===== src/rtl/compression_stream_sequencer_if.sv =====
// Stream-side handshake bundle for compression_stream_sequencer: uncompressed element
// input (s_*) and SHIFT_BYTES-wide compressed beat output (m_*).
interface compression_stream_sequencer_if #(
  parameter int UNCOMP_BYTES = 34,
  parameter int SHIFT_BYTES  = 8
);
  localparam int CW = $clog2(UNCOMP_BYTES);

  logic                      s_valid;
  logic                      s_ready;
  logic [UNCOMP_BYTES*8-1:0] s_data;
  logic [CW-1:0]             s_bytecount;
  logic                      s_last;

  logic                      m_valid;
  logic                      m_ready;
  logic [SHIFT_BYTES*8-1:0]  m_data;
  logic [SHIFT_BYTES-1:0]    m_keep;
  logic                      m_last;

  // The sequencer side: consumes elements, produces beats.
  modport slave (
    input  s_valid, s_data, s_bytecount, s_last, m_ready,
    output s_ready, m_valid, m_data, m_keep, m_last
  );

  // The environment side: produces elements, consumes beats.
  modport master (
    output s_valid, s_data, s_bytecount, s_last, m_ready,
    input  s_ready, m_valid, m_data, m_keep, m_last
  );
endinterface


===== src/rtl/compression_stream_sequencer.sv =====
// Loads one element into an attached compressor, then drains its compressed output
// SHIFT_BYTES per beat, pulsing CSEShift on every output handshake.
module compression_stream_sequencer #(
  parameter  int UNCOMP_BYTES = 34,
  parameter  int COMP_BYTES   = 34,
  parameter  int SHIFT_BYTES  = 8,
  localparam int CW           = $clog2(UNCOMP_BYTES),
  localparam int KW           = $clog2(COMP_BYTES)
) (
  input  logic                         clk,
  input  logic                         resetn,
  compression_stream_sequencer_if.slave strm,
  output logic [UNCOMP_BYTES*8-1:0]    USEData,
  output logic [CW-1:0]                USEByteCount,
  input  logic [COMP_BYTES*8-1:0]      CSEData,
  input  logic [KW-1:0]                CSEByteCount,
  output logic                         CSEShift,
  output logic                         cmp_reset,
  output logic [31:0]                  elem_count
);

  // A byte count of CW bits must be able to hold UNCOMP_BYTES itself.
  if ((UNCOMP_BYTES & (UNCOMP_BYTES - 1)) == 0) begin : g_bad_uncomp
    $error("UNCOMP_BYTES must not be a power of two");
  end
  if (COMP_BYTES < SHIFT_BYTES) begin : g_bad_shift
    $error("COMP_BYTES must be at least SHIFT_BYTES");
  end

  typedef enum logic [1:0] {
    ST_IDLE  = 2'd0,
    ST_LOAD  = 2'd1,
    ST_DRAIN = 2'd2
  } state_e;

  state_e                    state_q;
  logic [UNCOMP_BYTES*8-1:0] use_data_q;
  logic [CW-1:0]             use_cnt_q;
  logic                      last_q;
  logic [31:0]               elem_cnt_q;
  logic [1:0]                cmp_rst_sync_q;

  logic                      cse_empty;
  logic                      cse_fits;
  logic                      in_fire;
  logic                      out_fire;
  logic                      m_valid_w;
  logic [CW-1:0]             in_cnt_clamped;
  logic [SHIFT_BYTES-1:0]    keep_full;

  // Compressor reset: held through resetn and released on the 2nd clock after it lifts.
  // NOTE: sequential state is written only with <= so every flop samples pre-edge values.
  always_ff @(posedge clk or negedge resetn) begin
    if (!resetn) begin
      cmp_rst_sync_q <= 2'b00;
    end else begin
      cmp_rst_sync_q <= {cmp_rst_sync_q[0], 1'b1};
    end
  end

  assign cmp_reset = ~cmp_rst_sync_q[1];

  assign cse_empty = (CSEByteCount == '0);
  assign cse_fits  = (32'(CSEByteCount) <= 32'(SHIFT_BYTES));

  assign strm.s_ready = (state_q == ST_IDLE) && !cmp_reset;
  assign in_fire      = strm.s_valid && strm.s_ready;

  // The beat is live straight from the compressor's registers, so m_valid follows CSEByteCount.
  assign m_valid_w = (state_q == ST_DRAIN) && !cse_empty;
  assign out_fire  = m_valid_w && strm.m_ready;

  assign in_cnt_clamped = (32'(strm.s_bytecount) > 32'(UNCOMP_BYTES))
                          ? CW'(UNCOMP_BYTES) : strm.s_bytecount;

  // NOTE: every variable assigned in always_comb gets a default first, so no latch is inferred.
  always_comb begin
    keep_full = '0;
    for (int i = 0; i < SHIFT_BYTES; i++) begin
      keep_full[i] = (32'(CSEByteCount) > 32'(i));
    end
  end

  assign strm.m_valid = m_valid_w;
  assign strm.m_data  = m_valid_w ? CSEData[SHIFT_BYTES*8-1:0] : '0;
  assign strm.m_keep  = m_valid_w ? keep_full : '0;
  assign strm.m_last  = m_valid_w && last_q && cse_fits;
  assign CSEShift     = out_fire;

  if (COMP_BYTES > SHIFT_BYTES) begin : g_cse_hi
    logic unused_cse_hi;
    assign unused_cse_hi = ^CSEData[COMP_BYTES*8-1:SHIFT_BYTES*8];
  end

  // Sequencing FSM: IDLE accepts, LOAD presents the element for one cycle, DRAIN emits beats.
  // NOTE: the wide payload register is reset as well, so the compressor never sees X after power-up.
  always_ff @(posedge clk or negedge resetn) begin
    if (!resetn) begin
      state_q    <= ST_IDLE;
      use_data_q <= '0;
      use_cnt_q  <= '0;
      last_q     <= 1'b0;
      elem_cnt_q <= '0;
    end else begin
      case (state_q)
        ST_IDLE: begin
          // Zero-length elements are consumed and dropped, including their s_last.
          if (in_fire && (strm.s_bytecount != '0)) begin
            use_data_q <= strm.s_data;
            use_cnt_q  <= in_cnt_clamped;
            last_q     <= strm.s_last;
            state_q    <= ST_LOAD;
          end
        end
        ST_LOAD: begin
          use_cnt_q <= '0;
          state_q   <= ST_DRAIN;
        end
        ST_DRAIN: begin
          // An empty compressor result on entry completes the element with no beat.
          if (cse_empty || (out_fire && cse_fits)) begin
            elem_cnt_q <= elem_cnt_q + 32'd1;
            state_q    <= ST_IDLE;
          end
        end
        default: begin
          state_q <= ST_IDLE;
        end
      endcase
    end
  end

  assign USEData      = use_data_q;
  assign USEByteCount = use_cnt_q;
  assign elem_count   = elem_cnt_q;

endmodule


===== src/flat_wrapper.sv =====
// flat-port wrapper written by rule: the top's interface ports become plain ports
module compression_stream_sequencer_flat 
#(
  parameter  int UNCOMP_BYTES = 34,
  parameter  int COMP_BYTES   = 34,
  parameter  int SHIFT_BYTES  = 8,
  localparam int CW           = $clog2(UNCOMP_BYTES),
  localparam int KW           = $clog2(COMP_BYTES)
)
  (clk, resetn, USEData, USEByteCount, CSEData, CSEByteCount, CSEShift, cmp_reset, elem_count, strm_s_valid, strm_s_data, strm_s_bytecount, strm_s_last, strm_m_ready, strm_s_ready, strm_m_valid, strm_m_data, strm_m_keep, strm_m_last);
  compression_stream_sequencer_if #(.UNCOMP_BYTES(UNCOMP_BYTES), .SHIFT_BYTES(SHIFT_BYTES)) strm_i ();
  input  logic clk;
  input  logic resetn;
  output logic [UNCOMP_BYTES*8-1:0] USEData;
  output logic [CW-1:0] USEByteCount;
  input  logic [COMP_BYTES*8-1:0] CSEData;
  input  logic [KW-1:0] CSEByteCount;
  output logic CSEShift;
  output logic cmp_reset;
  output logic [31:0] elem_count;
  input wire logic [$bits(strm_i.s_valid)-1:0] strm_s_valid;
  input wire logic [$bits(strm_i.s_data)-1:0] strm_s_data;
  input wire logic [$bits(strm_i.s_bytecount)-1:0] strm_s_bytecount;
  input wire logic [$bits(strm_i.s_last)-1:0] strm_s_last;
  input wire logic [$bits(strm_i.m_ready)-1:0] strm_m_ready;
  output wire logic [$bits(strm_i.s_ready)-1:0] strm_s_ready;
  output wire logic [$bits(strm_i.m_valid)-1:0] strm_m_valid;
  output wire logic [$bits(strm_i.m_data)-1:0] strm_m_data;
  output wire logic [$bits(strm_i.m_keep)-1:0] strm_m_keep;
  output wire logic [$bits(strm_i.m_last)-1:0] strm_m_last;
  assign strm_i.s_valid = strm_s_valid;
  assign strm_i.s_data = strm_s_data;
  assign strm_i.s_bytecount = strm_s_bytecount;
  assign strm_i.s_last = strm_s_last;
  assign strm_i.m_ready = strm_m_ready;
  assign strm_s_ready = strm_i.s_ready;
  assign strm_m_valid = strm_i.m_valid;
  assign strm_m_data = strm_i.m_data;
  assign strm_m_keep = strm_i.m_keep;
  assign strm_m_last = strm_i.m_last;
  compression_stream_sequencer #(.UNCOMP_BYTES(UNCOMP_BYTES), .COMP_BYTES(COMP_BYTES), .SHIFT_BYTES(SHIFT_BYTES)) u_core (.clk(clk), .resetn(resetn), .strm(strm_i), .USEData(USEData), .USEByteCount(USEByteCount), .CSEData(CSEData), .CSEByteCount(CSEByteCount), .CSEShift(CSEShift), .cmp_reset(cmp_reset), .elem_count(elem_count));
endmodule

===== config.mk =====
export PLATFORM = sky130hd
export DESIGN_NAME = compression_stream_sequencer_flat
export DESIGN_NICKNAME = d
export VERILOG_FILES = /design/src/rtl/compression_stream_sequencer_if.sv /design/src/rtl/compression_stream_sequencer.sv /design/src/flat_wrapper.sv
export SDC_FILE = /design/constraint.sdc
export NUM_CORES = 1
export LEC_CHECK = 0
export ABC_AREA = 1
export BUFFER_PORTS_ARGS = -buffer_cell sky130_fd_sc_hd__buf_2
export CAP_MARGIN = 0
export CELL_PAD_IN_SITES_DETAIL_PLACEMENT = 0
export CELL_PAD_IN_SITES_GLOBAL_PLACEMENT = 1
export CORE_AREA = 4 4 363 365
export CTS_BUF_LIST = sky130_fd_sc_hd__clkbuf_4 sky130_fd_sc_hd__clkbuf_8
export DETAILED_ROUTE_END_ITERATION = 7
export DIE_AREA = 0 0 367 369
export PLACE_DENSITY = 0.46
export SLEW_MARGIN = 15
export SYNTH_ARGS = -nofsm -noshare
export SYNTH_HDL_FRONTEND = slang
export SYNTH_SLANG_ARGS = --single-unit

===== constraint.sdc =====
create_clock -name clk -period 4.1 [get_ports clk]
set_clock_uncertainty 0.2 [all_clocks]
set_input_delay 0.205 -clock clk [delete_from_list [all_inputs] [get_ports clk]]
set_output_delay 0.205 -clock clk [all_outputs]
set_load 0.02 [all_outputs]

==> results of run 1 <==
-- registers in the layout, indices dropped and copies added (netlist names) --
register and count:
u_core.USEData 272, u_core.elem_count 32, u_core.USEByteCount 6, u_core.cmp_rst_sync_q 2
u_core.state_q 2, u_core.last_q 1
-- cell usage in the layout (no fill, tap or decap), drive strengths merged, types with 9 or more instances in the layout --
cell         netlist  final
dlygate4sd3        0    554
clkbuf             5     95
nand3             62     62
nand2           1013   1013
clkinv             0      9
xnor2              9      9
buf               72    765
nor2             130    130
diode              0     10
dfrtp            315    315
inv              105    107
o21ai             10     10
-- logic make-up (layout without fill, tap and decap cells) --
logic type,Yosys count,count (layout),synth area share
other,1,11,0.000274
DFF,315,315,0.576
and+or+nand+nor,1210,1210,0.342
AOI/OAI and AO/OA,14,14,0.00530
xor gates and xnor gates,10,10,0.00640
adders and majority gates,1,1,0.000914
buffers and inverters,182,1534,0.0697
-- layer usage --
layer,part of all wire,global-route usage
met2,0.45,0.167
met3,0.098,0.0396
met5,0,0
met4,0.038,0.0490
met1,0.42,0.124
-- metrics by stage --
step	setup WS [ps]	power [W]	utilization	hold WS [ps]
6_report	570	0.0155	0.204	145
5_1_grt	231	0.0167	0.204	57.9
4_1_cts	355	0.0159	0.203	1.55
3_5_place_dp	1020	0.0114	0.150	113
3_3_place_gp	1030	0.0115	0.150	107
2_1_floorplan	2080	0.00866	-	-291
-- cell type report --
type	count	area (µm²)
inverters	105	402
repair buffers	1319	9580
fillers	14500	103000
clock inverters	15	160
well taps	1675	2100
clock buffers	95	1220
diodes	10	25.0
flip-flops and latches	315	7880
multi-input cells	1236	4870
-- critical path, cell delays in order (launching register included) --
cell,delay (ps)
dfrtp_1,450
nor2_8,530
nand2_2,420
buf_4,390
nor2_1,400
buf_2,250
-- synthesized netlist by cell type (all sizes together) --
cell / instances
nand3: 62
or2: 1
a31oi: 2
nor3: 2
xor2: 1
clkbuf: 5
xnor2: 9
and2: 1
nor2: 130
nand4: 1
dfrtp: 315
a21oi: 2
inv: 105
nand2: 1013
conb: 1
buf: 72
o21ai: 10
ha: 1
-- power by group --
group | leakage (nW) | internal, W | switching, W
sequential | 3.96 | 0.00441 | 0.000732
clock | 0.726 | 0.00204 | 0.00163
combinational | 9.25 | 0.00232 | 0.00440
-- repair_timing --
item | in CTS | in global routing
hold endpoints to repair | 614 | 0
resized for setup | 0 | 0
hold buffers | 555 | 0
buffers inserted | 0 | 0
-- final timing paths --
| check | slack (ps) | end | startpoint |
|---|---|---|---|
| max | 570 | strm_m_data[49] | u_core.state_q[0] |
| min | 150 | u_core.USEData[117] | strm_s_data[117] |
| max reg2reg | 850 | u_core.elem_count[7] | u_core.state_q[0] |
| min reg2reg | 150 | u_core.cmp_rst_sync_q[1] | u_core.cmp_rst_sync_q[0] |
| max in group asynchronous | 2570 | u_core.USEData[242] | resetn |
| min in group asynchronous | 580 | u_core.elem_count[23] | resetn |
==> results.cfg, run 1 <==
[grt]
grt_pass1_vias = 16700
antenna_found_initial = 17
grt_max_degree = 171
overflow = 0
grt_pass1_wl_um = 107000
grt_usage = 0.104

[critical_path]
ff2ff_path_depth = 8
crit_fanout = 49
crit_path_start_kind = register
required_ps = 3690
arrival_ps = 3120
critPathCaptureType = output pin
crit_type = register to output pin

[placement]
gp_congestion = 0.832
dp_cells = 4095
io_buffers = 739
hpwl_um = 52900
dpl_cell_area_um2 = 19300

[timing]
hold_viol_final = 0
worst_pin_slew_ps = 1160
fin_crit_ps = 3530
rsz0062_at_grt = false
relSlewSlack = 0.228
tns_ps = 0
fmax_ghz = 0.283
setup_viol = 0
drv_slew = 0
period_share = 0.861

[synthesis]
yosys-top-cells-area = dfrtp_1, nand2_1, nor2_1, inv_1, nand3_1
syn_nets = 2295
synth_area_um2 = 13700
yosys_warnings = 0
ys_seq_area_frac = 0.576
ys_types = 30
netlist_instances = 1733
yosys.area.top_type = dfrtp_1
ys_seq_elements = 315
syn_area_per_cell_um2 = 7.90
yosys.area.top_type_share = 0.576

[cts]
cts_max_level = 3
clock-sinks = 315
insertion_delay_ps = 710
root_buffer = clkbuf_8
cts_buffers = 69
cts_tree = yes
clk_pin_slew_ps = 50
clockBufferDepth = 3

[die]
rows = 132
io_pins = 948
dieArea_um2 = 135000
die_h_um = 369
coreArea_um2 = 129000
start_util = 0.106
dieWidth_um = 367

[power_and_ir_drop]
ir_worst_vdd_mv = 0.324
p_leak_nw = 13.9
power.density_nw_per_um2 = 592

[finish]
stdcell_count = 4770
area_growth_syn_to_layout_pct = 91.6
design_area_um2 = 26200
drive_above_1_share = 0.287
final_nets = 3608

[run]
cap_violations = 0

[routing]
drt_first_iter_violations = 702
vias_per_cell = 3.33
drtAntennaViolNets = 0
route.detailed.drc = 0
vias = 15900
wl_per_cell_um = 15.3
first_pass_iters = 5
totalWireLength_um = 73100

[outcome]
status = completed

[worst_hold_path]
hold_path_depth = 4
holdCritPathClass = input port to register
Note: power is estimated with default switching activity, not from simulation.
==> run 2, diff against run 1 <==
Settings changed: PLACE_DENSITY 0.46 to unset, PLACE_DENSITY_LB_ADDON set to 0.25.
==> run 2 against run 1 <==
Net effect:
- first-iteration DRC count shrank 17%
- maximum frequency is 7.2% higher
- sequential share of layout area is 0.22 points lower
- largest power group unchanged
==> results.cfg, run 2 (same netlist as run 1, synthesis figures left out) <==
[finish]
area_growth_syn_to_layout_pct = 93.0
largest_reg_flops = 272
fillers = 14600
final_nets = 3624
final_cell_mix = nand2_1, buf_2, dlygate4sd3_1
final_common_cell = nand2_1
stdcell_count = 4788
drive_above_1_share = 0.287
final_util = 0.205

[critical_path]
cpLargestDelayFamily = buffers and inverters
crit_top_cell = dlygate4sd3_1
cp.depth = 10
critPathCaptureType = register
cpPeakStageDelay_ps = 880
arrival_ps = 3730
crit_fanout = 27
crit_type = input port to register
r2r-start = u_core.state_q[0]
reg2reg_slack_ps = 1030
rr_endpoint = u_core.USEByteCount[1]
required_ps = 4530
ff2ff_path_depth = 8
path_cells = dlygate4sd3_1, buf_2, nor2_2, dlygate4sd3_1, nand3_2, dlygate4sd3_1, nand2_4, dlygate4sd3_1, nand3_1, nand2_1
critical-path-slowest-cell = dlygate4sd3_1
endpoint = u_core.elem_count[6]
crit_path_start_kind = input port
cp_num_buf_inv = 5
startpoint = CSEByteCount[5]

[timing]
period_share = 0.803
fin_ws_ps = 806
drv_slew = 0
tns_ps = 0
rsz0062_at_grt = false
setup_viol = 0
hold_viol_final = 0
fin_crit_ps = 3290
fmax_ghz = 0.304
worst_pin_slew_ps = 945
relSlewSlack = 0.370

[power_and_ir_drop]
p_sw_w = 0.00692
p_sw_frac = 0.440
intPower_w = 0.00881
power.density_nw_per_um2 = 595
p_leak_nw = 14.0
power_frac_clock = 0.248
power_frac_seq = 0.328
ir_worst_vdd_mv = 0.306
p_comb_frac = 0.423

[grt]
grt_pass1_wl_um = 109000
antenna_found_initial = 10
grt_max_degree = 91
grt_pass1_vias = 16800
grt_usage = 0.107
overflow = 0

[die]
dieArea_um2 = 135000
rows = 132
start_util = 0.106
dieWidth_um = 367
coreArea_um2 = 129000
io_pins = 948
die_h_um = 369

[routing]
first_pass_iters = 4
vias_per_cell = 3.32
totalWireLength_um = 74400
vias = 15900
wl_per_cell_um = 15.5
drtAntennaViolNets = 0
drt_first_iter_violations = 586
route.detailed.drc = 0

[cts]
cts_resized = 0
cts_tree = yes
post_cts_buffers = 0
cts_buffers = 73
root_buffer = clkbuf_8
cts_max_level = 3
clockBufferDepth = 3
clock-sinks = 315
insertion_delay_ps = 700
clk_pin_slew_ps = 50
cts_hold_buf = 572

[run]
cap_violations = 0

[outcome]
status = completed

[placement]
pre_cts_slack_ps = 1010
dp_cells = 4090
io_buffers = 739
gp_congestion = 0.815
hpwl_um = 53900

[worst_hold_path]
holdCritPathClass = input port to register
[run 2: final cells by class]
cell class / count / area (µm²) / area share
inverters: 105 / 402 / 0.0152
clock buffers: 107 / 1320 / 0.0498
clock inverters: 14 / 179 / 0.00677
well taps: 1675 / 2100 / 0.0793
repair buffers: 1331 / 9680 / 0.366
flip-flops and latches: 315 / 7880 / 0.298
diodes: 5 / 12.5 / 0.000473
multi-input cells: 1236 / 4870 / 0.184
[run 2: power groups by stage]
stage	sequential (W)	combinational [W]	clock, W
floorplan	0.00674	0.00193	0
global placement	0.00519	0.00646	0
global route	0.00536	0.00735	0.00428
CTS	0.00518	0.00687	0.00417
finish	0.00517	0.00666	0.00390
detailed placement	0.00518	0.00642	0
[run 2: tightest hold or removal path, cell delays in order]
cell and delay (ps):
dlygate4sd3_1 570, buf_2 120, nand2_1 50, nand2_1 40
[run 2: per-layer routing]
layer  global-route usage  vias to the layer above  part of all wire
met1                0.129                     7314              0.42
li1                     -                     7848                 -
met5                    0                        -           0.00075
met2                0.169                      614              0.45
met3               0.0476                      127              0.10
met4               0.0416                       10             0.028
[run 2: worst min path at each step]
stage / from / depth (start not counted) / endpoint
detailed placement: resetn / 1 / u_core.USEData[250]
CTS: strm_s_valid / 6 / u_core.USEData[14]
floorplan: resetn / 0 / u_core.USEByteCount[0]
finish: strm_s_data[5] / 4 / u_core.USEData[5]
global placement: resetn / 1 / u_core.USEData[244]
global route: strm_s_data[189] / 4 / u_core.USEData[189]
[run 2: per-stage QoR]
stage                     hold WS, ps  power, W  cell area (µm²)
after floorplan                  -291   0.00866            13700
after CTS                       0.852    0.0162            26400
after global routing             58.0    0.0170            26400
after detailed placement          100    0.0116            19200
final                             122    0.0157            26400
after global placement            107    0.0117            19200
